===== config.mk =====
export PLATFORM = sky130hd
export DESIGN_NAME = add_sub_logic_unit
export DESIGN_NICKNAME = d
export VERILOG_FILES = /design/src/rtl/add_sub_logic_unit.sv
export SDC_FILE = /design/constraint.sdc
export NUM_CORES = 1
export LEC_CHECK = 0
export ABC_AREA = 1
export CORE_MARGIN = 2
export CORE_UTILIZATION = 50
export CTS_CLUSTER_DIAMETER = 50
export DETAILED_ROUTE_END_ITERATION = 7
export PLACE_DENSITY = 0.92
export SYNTH_ARGS = -nofsm -noshare
export SYNTH_HDL_FRONTEND = slang
export SYNTH_SLANG_ARGS = --single-unit

===== constraint.sdc =====
create_clock -name clk -period 6.49 [get_ports clk]
set_input_delay 1.298 -clock clk [delete_from_list [all_inputs] [get_ports clk]]
set_output_delay 1.298 -clock clk [all_outputs]
set_load 0.02 [all_outputs]

===== src/rtl/add_sub_logic_unit.sv =====
// -----------------------------------------------------------------------------
// add_sub_logic_unit
//   Execute-stage ALU. Selects one of four operations on two WIDTH-bit
//   operands. It gives a zero-latency combinational result and a registered,
//   valid-qualified copy with status flags.
//
//   op = 0 : a + b          carry = carry out of the MSB
//   op = 1 : a - b          carry = borrow (a < b, unsigned)
//   op = 2 : ~b             a ignored, carry = 0
//   op = 3 : a > b unsigned result is 1 or 0, zero-extended, carry = 0
//
// Ports
//   clk       in   rising-edge clock for every registered output
//   rst       in   asynchronous active-high reset
//   op        in   operation select (2 bits)
//   a, b      in   operands (WIDTH bits)
//   in_valid  in   op/a/b are valid; the result is captured on the next edge
//   r         out  combinational result
//   r_q       out  registered result
//   out_valid out  r_q and the flags hold a fresh capture
//   carry_q   out  registered carry/borrow flag
//   ovf_q     out  registered signed-overflow flag
//   zero_q    out  registered result-is-zero flag
//
// Configuration macro: ADD_SUB_LOGIC_FLAGS_EN
//   defined     -> carry/ovf/zero are computed and registered
//   not defined -> carry_q/ovf_q/zero_q are tied to 0 (ports remain present)
// -----------------------------------------------------------------------------
module add_sub_logic_unit #(
  parameter int WIDTH = 16
) (
  input  logic             clk,
  input  logic             rst,
  input  logic [1:0]       op,
  input  logic [WIDTH-1:0] a,
  input  logic [WIDTH-1:0] b,
  input  logic             in_valid,
  output logic [WIDTH-1:0] r,
  output logic [WIDTH-1:0] r_q,
  output logic             out_valid,
  output logic             carry_q,
  output logic             ovf_q,
  output logic             zero_q
);

  logic [WIDTH-1:0] r_s;
  logic [WIDTH-1:0] r_q_r;
  logic             out_valid_r;

  // Result select for the four operations.
  always_comb begin
    r_s = '0;
    case (op)
      2'd0:    r_s = a + b;
      2'd1:    r_s = a - b;
      2'd2:    r_s = ~b;
      2'd3:    r_s = {{(WIDTH-1){1'b0}}, (a > b)};
      default: r_s = '0;
    endcase
  end

  assign r = r_s;

  // Result and valid capture; a cycle without in_valid only drops out_valid.
  always_ff @(posedge clk or posedge rst) begin
    if (rst) begin
      r_q_r       <= '0;
      out_valid_r <= 1'b0;
    end else if (in_valid) begin
      r_q_r       <= r_s;
      out_valid_r <= 1'b1;
    end else begin
      out_valid_r <= 1'b0;
    end
  end

  assign r_q       = r_q_r;
  assign out_valid = out_valid_r;

`ifdef ADD_SUB_LOGIC_FLAGS_EN
  // Signed overflow from the operand and result sign bits. Subtract overflows
  // when the operand signs differ and the result sign leaves a's sign.
  function automatic logic ovf_calc(input logic [1:0] op_i,
                                    input logic       sa,
                                    input logic       sb,
                                    input logic       sr);
    logic v;
    case (op_i)
      2'd0:    v = (sa == sb) && (sr != sa);
      2'd1:    v = (sa != sb) && (sr != sa);
      default: v = 1'b0;
    endcase
    return v;
  endfunction

  logic [WIDTH:0] sum_ext_s;
  logic           carry_s;
  logic           ovf_s;
  logic           zero_s;
  logic           carry_r;
  logic           ovf_r;
  logic           zero_r;

  // Flag computation from the operands and the selected result.
  always_comb begin
    sum_ext_s = {1'b0, a} + {1'b0, b};
    carry_s   = 1'b0;
    case (op)
      2'd0:    carry_s = sum_ext_s[WIDTH];
      2'd1:    carry_s = (a < b);
      default: carry_s = 1'b0;
    endcase
    ovf_s  = ovf_calc(op, a[WIDTH-1], b[WIDTH-1], r_s[WIDTH-1]);
    zero_s = (r_s == '0);
  end

  // Flag capture alongside r_q; the flags hold while in_valid is low.
  always_ff @(posedge clk or posedge rst) begin
    if (rst) begin
      carry_r <= 1'b0;
      ovf_r   <= 1'b0;
      zero_r  <= 1'b0;
    end else if (in_valid) begin
      carry_r <= carry_s;
      ovf_r   <= ovf_s;
      zero_r  <= zero_s;
    end else begin
      carry_r <= carry_r;
      ovf_r   <= ovf_r;
      zero_r  <= zero_r;
    end
  end

  assign carry_q = carry_r;
  assign ovf_q   = ovf_r;
  assign zero_q  = zero_r;
`else
  assign carry_q = 1'b0;
  assign ovf_q   = 1'b0;
  assign zero_q  = 1'b0;
`endif

endmodule


-- After elaboration in Yosys (flattened, before gate mapping)
Cells that the tools add are included.
- flip-flop bits (word level): 17
- bits of input ports: 37
- output and inout port bits: 36
- add/sub/neg operators: 2
- magnitude comparators: 1
- equal/unequal tests: 3
- muxes and demuxes: 2
- bitwise operators: 1
- reductions and logical operators: 1
- operators with widths (cell ; count):
    16-bit case mux with 4 select lines ; 1
    16-bit adder ; 1
    16-bit > comparator ; 1
    16-bit NOT ; 1
    16-bit subtractor ; 1
    2-bit equality test (second input constant) ; 2
    2-bit by 1-bit equality test with 1-bit output (second input constant) ; 1
    2-bit zero test ; 1
    1-bit two-way mux ; 1

-- Longest topological paths before layout
- depth in word-level cells: 2
- gate-level depth with buffers: 16
- depth with buffers taken out: 15

-- Least setup slack after synthesis
Ideal clock, no wire load.
- path kind: input -> output
- from: in a[0]
- to: out r[12]
- arrival: 2.657 ns
- required time: 5.192 ns
- slack: 2.535 ns
- cell stages on the path: 13
- path buffers: 0
- path through: inv_1 -> ha_1 -> inv_1 -> fa_1 -> nand2_1 -> nand3_1 -> nand2_1 -> inv_1 -> nand3_1 -> nand3_1 -> nand2_1 -> nand3_1 -> nand3_1
- word-level cells in the longest chain between the ends: 2
- ends and longest elaborated chain (element ; RTL line ; text):
    from (decl) ; 35 ; input logic [WIDTH-1:0] a,
    16-bit subtractor / 16-bit adder (equally long branches) ; 55, 54 ;
    16-bit case mux with 4 select lines (*) ; 53 ; case (op)
    to (decl) ; 38 ; output logic [WIDTH-1:0] r,
Every way passes the cells marked *; elsewhere a longest branch is shown, timed or not.

-- Worst setup path after layout
- from: in b[0]
- to: out r[6]
- word-level cells in the longest chain between the ends: 2
- ends and longest elaborated chain (element ; RTL line ; text):
    from (decl) ; 36 ; input logic [WIDTH-1:0] b,
    16-bit subtractor / 16-bit adder (equally long branches) ; 55, 54 ;
    16-bit case mux with 4 select lines (*) ; 53 ;
Marked as above.

==> metrics.yaml <==
layout:
  area_growth_pct: 25.98
  diodes: 0
  final_nets: 623
  final_common_cell: "nand2_1"
  layout-drive-gt1-share_pct: 3.986
  post-route-cell-area_mm2: 0.003543
  layout_common_cells: "nand2_1, inv_1, clkdlybuf4s50_1"
timing:
  fin_worst_skew_ns: 0
  worst_slew_pin_slew_ns: 0.6277
  period_minus_slack_ns: 5.282
  setup_violations: 0
  timing.slew.headroom_pct: 58.02
  setup_tns_ns: 0
  hold_violations: 0
  period_share_pct: 81.39
  rsz0062_at_grt: "false"
  final_max_slew_viol_count: 0
  max_freq_ghz: 0.1893
routing:
  viasPerCell: 5.313
  vias: 3315
  drc_errors: 0
  drt_first_pass_iters: 4
  drtIter0Drc: 270
  routedWlPerCell_um: 13.59
  routed_wl_um: 8480
  drtAntennaViolNets: 0
setup_path:
  slowest_delay_ns: 0.68
  worst_setup_path_start_kind: "input port"
  crit_buf_inv: 4
  crit_family: "buffers and inverters"
  cpMaxStageDelayCell: "clkdlybuf4s50_1"
  end_kind: "primary output"
  cp.required_ns: 5.19
  worst-endpoint-arrival_ns: 3.98
  crit_top_cell: "nand2_2"
  crit_chain: "clkdlybuf4s50_1 > ha_1 > inv_1 > fa_1 > inv_1 > nand2_1 > nand2_2 > nand2_2 > nand2_2 > xor2_1 > nand2_1 > o211ai_1 > clkdlybuf4s50_1"
  criticalPathCategory: "input port to primary output"
  crit_fanout: 4
status:
  status: "completed"
cts:
  clkSinkCount: 17
  ctsHoldBuffers: 0
  cts_htree_levels: 1
  clk_latency_ns: 0.25
  clk_path_buf_depth: 2
  cts.clk_slew.worst_paths_ns: 0.06
  post_cts.repair.setup_buffers: 0
  cts_tree: "built"
  cts_made_buffers: 3
  ctsRootBufferMaster: "clkbuf_8"
  post_cts_resized: 0
placement:
  place_congestion: 1.005
  port_buffers: 69
  hpwlAfterDp_um: 6882
  place_area_mm2: 0.003498
yosys:
  synth.distinct_cells: 33
  avgSynthCellArea_um2: 5.740
  syn_area_mm2: 0.002813
  syn-instance-count: 490
  synth-seq-area-share_pct: 15.12
  ys.warnings.count: 0
  ys_seq_elements: 17
floorplanning:
  die-area_mm2: 0.006241
  io_pins: 73
  initial_core_util_pct: 51.39
  std_cell_rows: 27
  core_area_mm2: 0.005473
  dieHeight_um: 79
  chipWidth_um: 79
grt:
  overflow: 0
  grt_pass1_wl_um: 13720
  grt_pass1_vias: 3103
  antenna_found_initial: 0
  grt_start_max_net_pins: 19
  grt.total_usage_pct: 27.45
run:
  maxCapViolations: 0
pwr:
  powerDensity_mw_per_mm2: 151.5
  p_leak_nw: 1.994
  ir_worst_vdd_mv: 0.1169
worst_hold_path:
  hold_path.class: "register to register"
sequential cells by signal, summed over array words and instances, names as in the netlist:
name and count:
r_q 16, out_valid 1
logic make-up after synthesis:
family / after synthesis / share of synthesized area, %
flip-flops: 17 / 15.12
AO/OA/AOI/OAI: 47 / 10.45
XOR/XNOR: 2 / 0.6229
other: 1 / 0.1333
buffers and inverters: 99 / 15.26
adder cells (fa/ha/maj): 33 / 15.21
AND/OR/NAND/NOR: 291 / 43.19
layout make-up:
type,instances,area [um^2]
clock buffers,4,45.04
multi-input cells,376,1966
well taps,72,90.09
repair buffers,70,698.2
inverters,85,319.1
flip-flops and latches,17,425.4
fillers,543,1929
synth_stat cells, drive strengths merged:
| master | number | share of area (%) |
|---|---|---|
| and3 | 1 | 0.22 |
| a21o | 1 | 0.27 |
| o221ai | 4 | 1.2 |
| o21bai | 3 | 0.80 |
| o21ai | 10 | 1.8 |
| clkbuf | 1 | 0.13 |
| nand3 | 54 | 10 |
| fa | 2 | 1.4 |
| and2 | 1 | 0.22 |
| a21oi | 23 | 4.8 |
| o22ai | 1 | 0.22 |
| a21boi | 1 | 0.27 |
| ha | 31 | 14 |
| buf | 13 | 3.8 |
| dfrtp | 17 | 15 |
| nand4 | 5 | 1.1 |
| inv | 85 | 11 |
| o211ai | 3 | 0.80 |
| xor2 | 2 | 0.62 |
| nor3 | 4 | 0.71 |
| nor2 | 35 | 4.8 |
| a41oi | 1 | 0.31 |
| conb | 1 | 0.13 |
| nand2 | 191 | 26 |
power by group:
group	internal, mW	switching (mW)
clock network	0.0435	0.0342
logic	0.132	0.199
registers	0.121	0.00778
per-layer routing:
metal / up-vias / GRT usage [%] / part of all wire (%)
met3: 29 / 3.523 / 6.8
met1: 1449 / 32.91 / 42
met4: 0 / 12.07 / 4.0
met5: - / 0 / 0
li1: 1659 / - / -
met2: 178 / 48.90 / 48
worst reg2reg max path, cell delays in order (launching register included):
cell	delay, ns
dfrtp_1	0.40
nand2_1	0.07
nand2_1	0.06
stage by stage:
step	cells	power (mW)	utilization, %	setup WS [ns]	hold WS (ns)
4_1_cts	624	0.5356	64.75	1.239	0.4877
3_3_place_gp	620	0.4494	63.92	1.280	0.4641
5_1_grt	624	0.5784	64.75	1.000	0.5081
3_5_place_dp	620	0.4547	63.92	1.250	0.4716
2_1_floorplan	492	0.3340	-	2.535	0.5905
6_report	624	0.5368	64.75	1.208	0.4811
final timing paths:
kind                         start       to  slack (ns)  cells after the start
max in group asynchronous      rst  r_q[12]        4.64                      2
hold reg to reg            r_q[10]  r_q[10]        0.48                      2
min in group asynchronous      rst   r_q[7]        1.44                      2
setup / recovery              b[0]     r[6]        1.21                     13
hold / removal             r_q[10]  r_q[10]        0.48                      2
setup reg to reg            r_q[0]   r_q[0]        5.84                      2
Power figures use the tool's default switching activity.
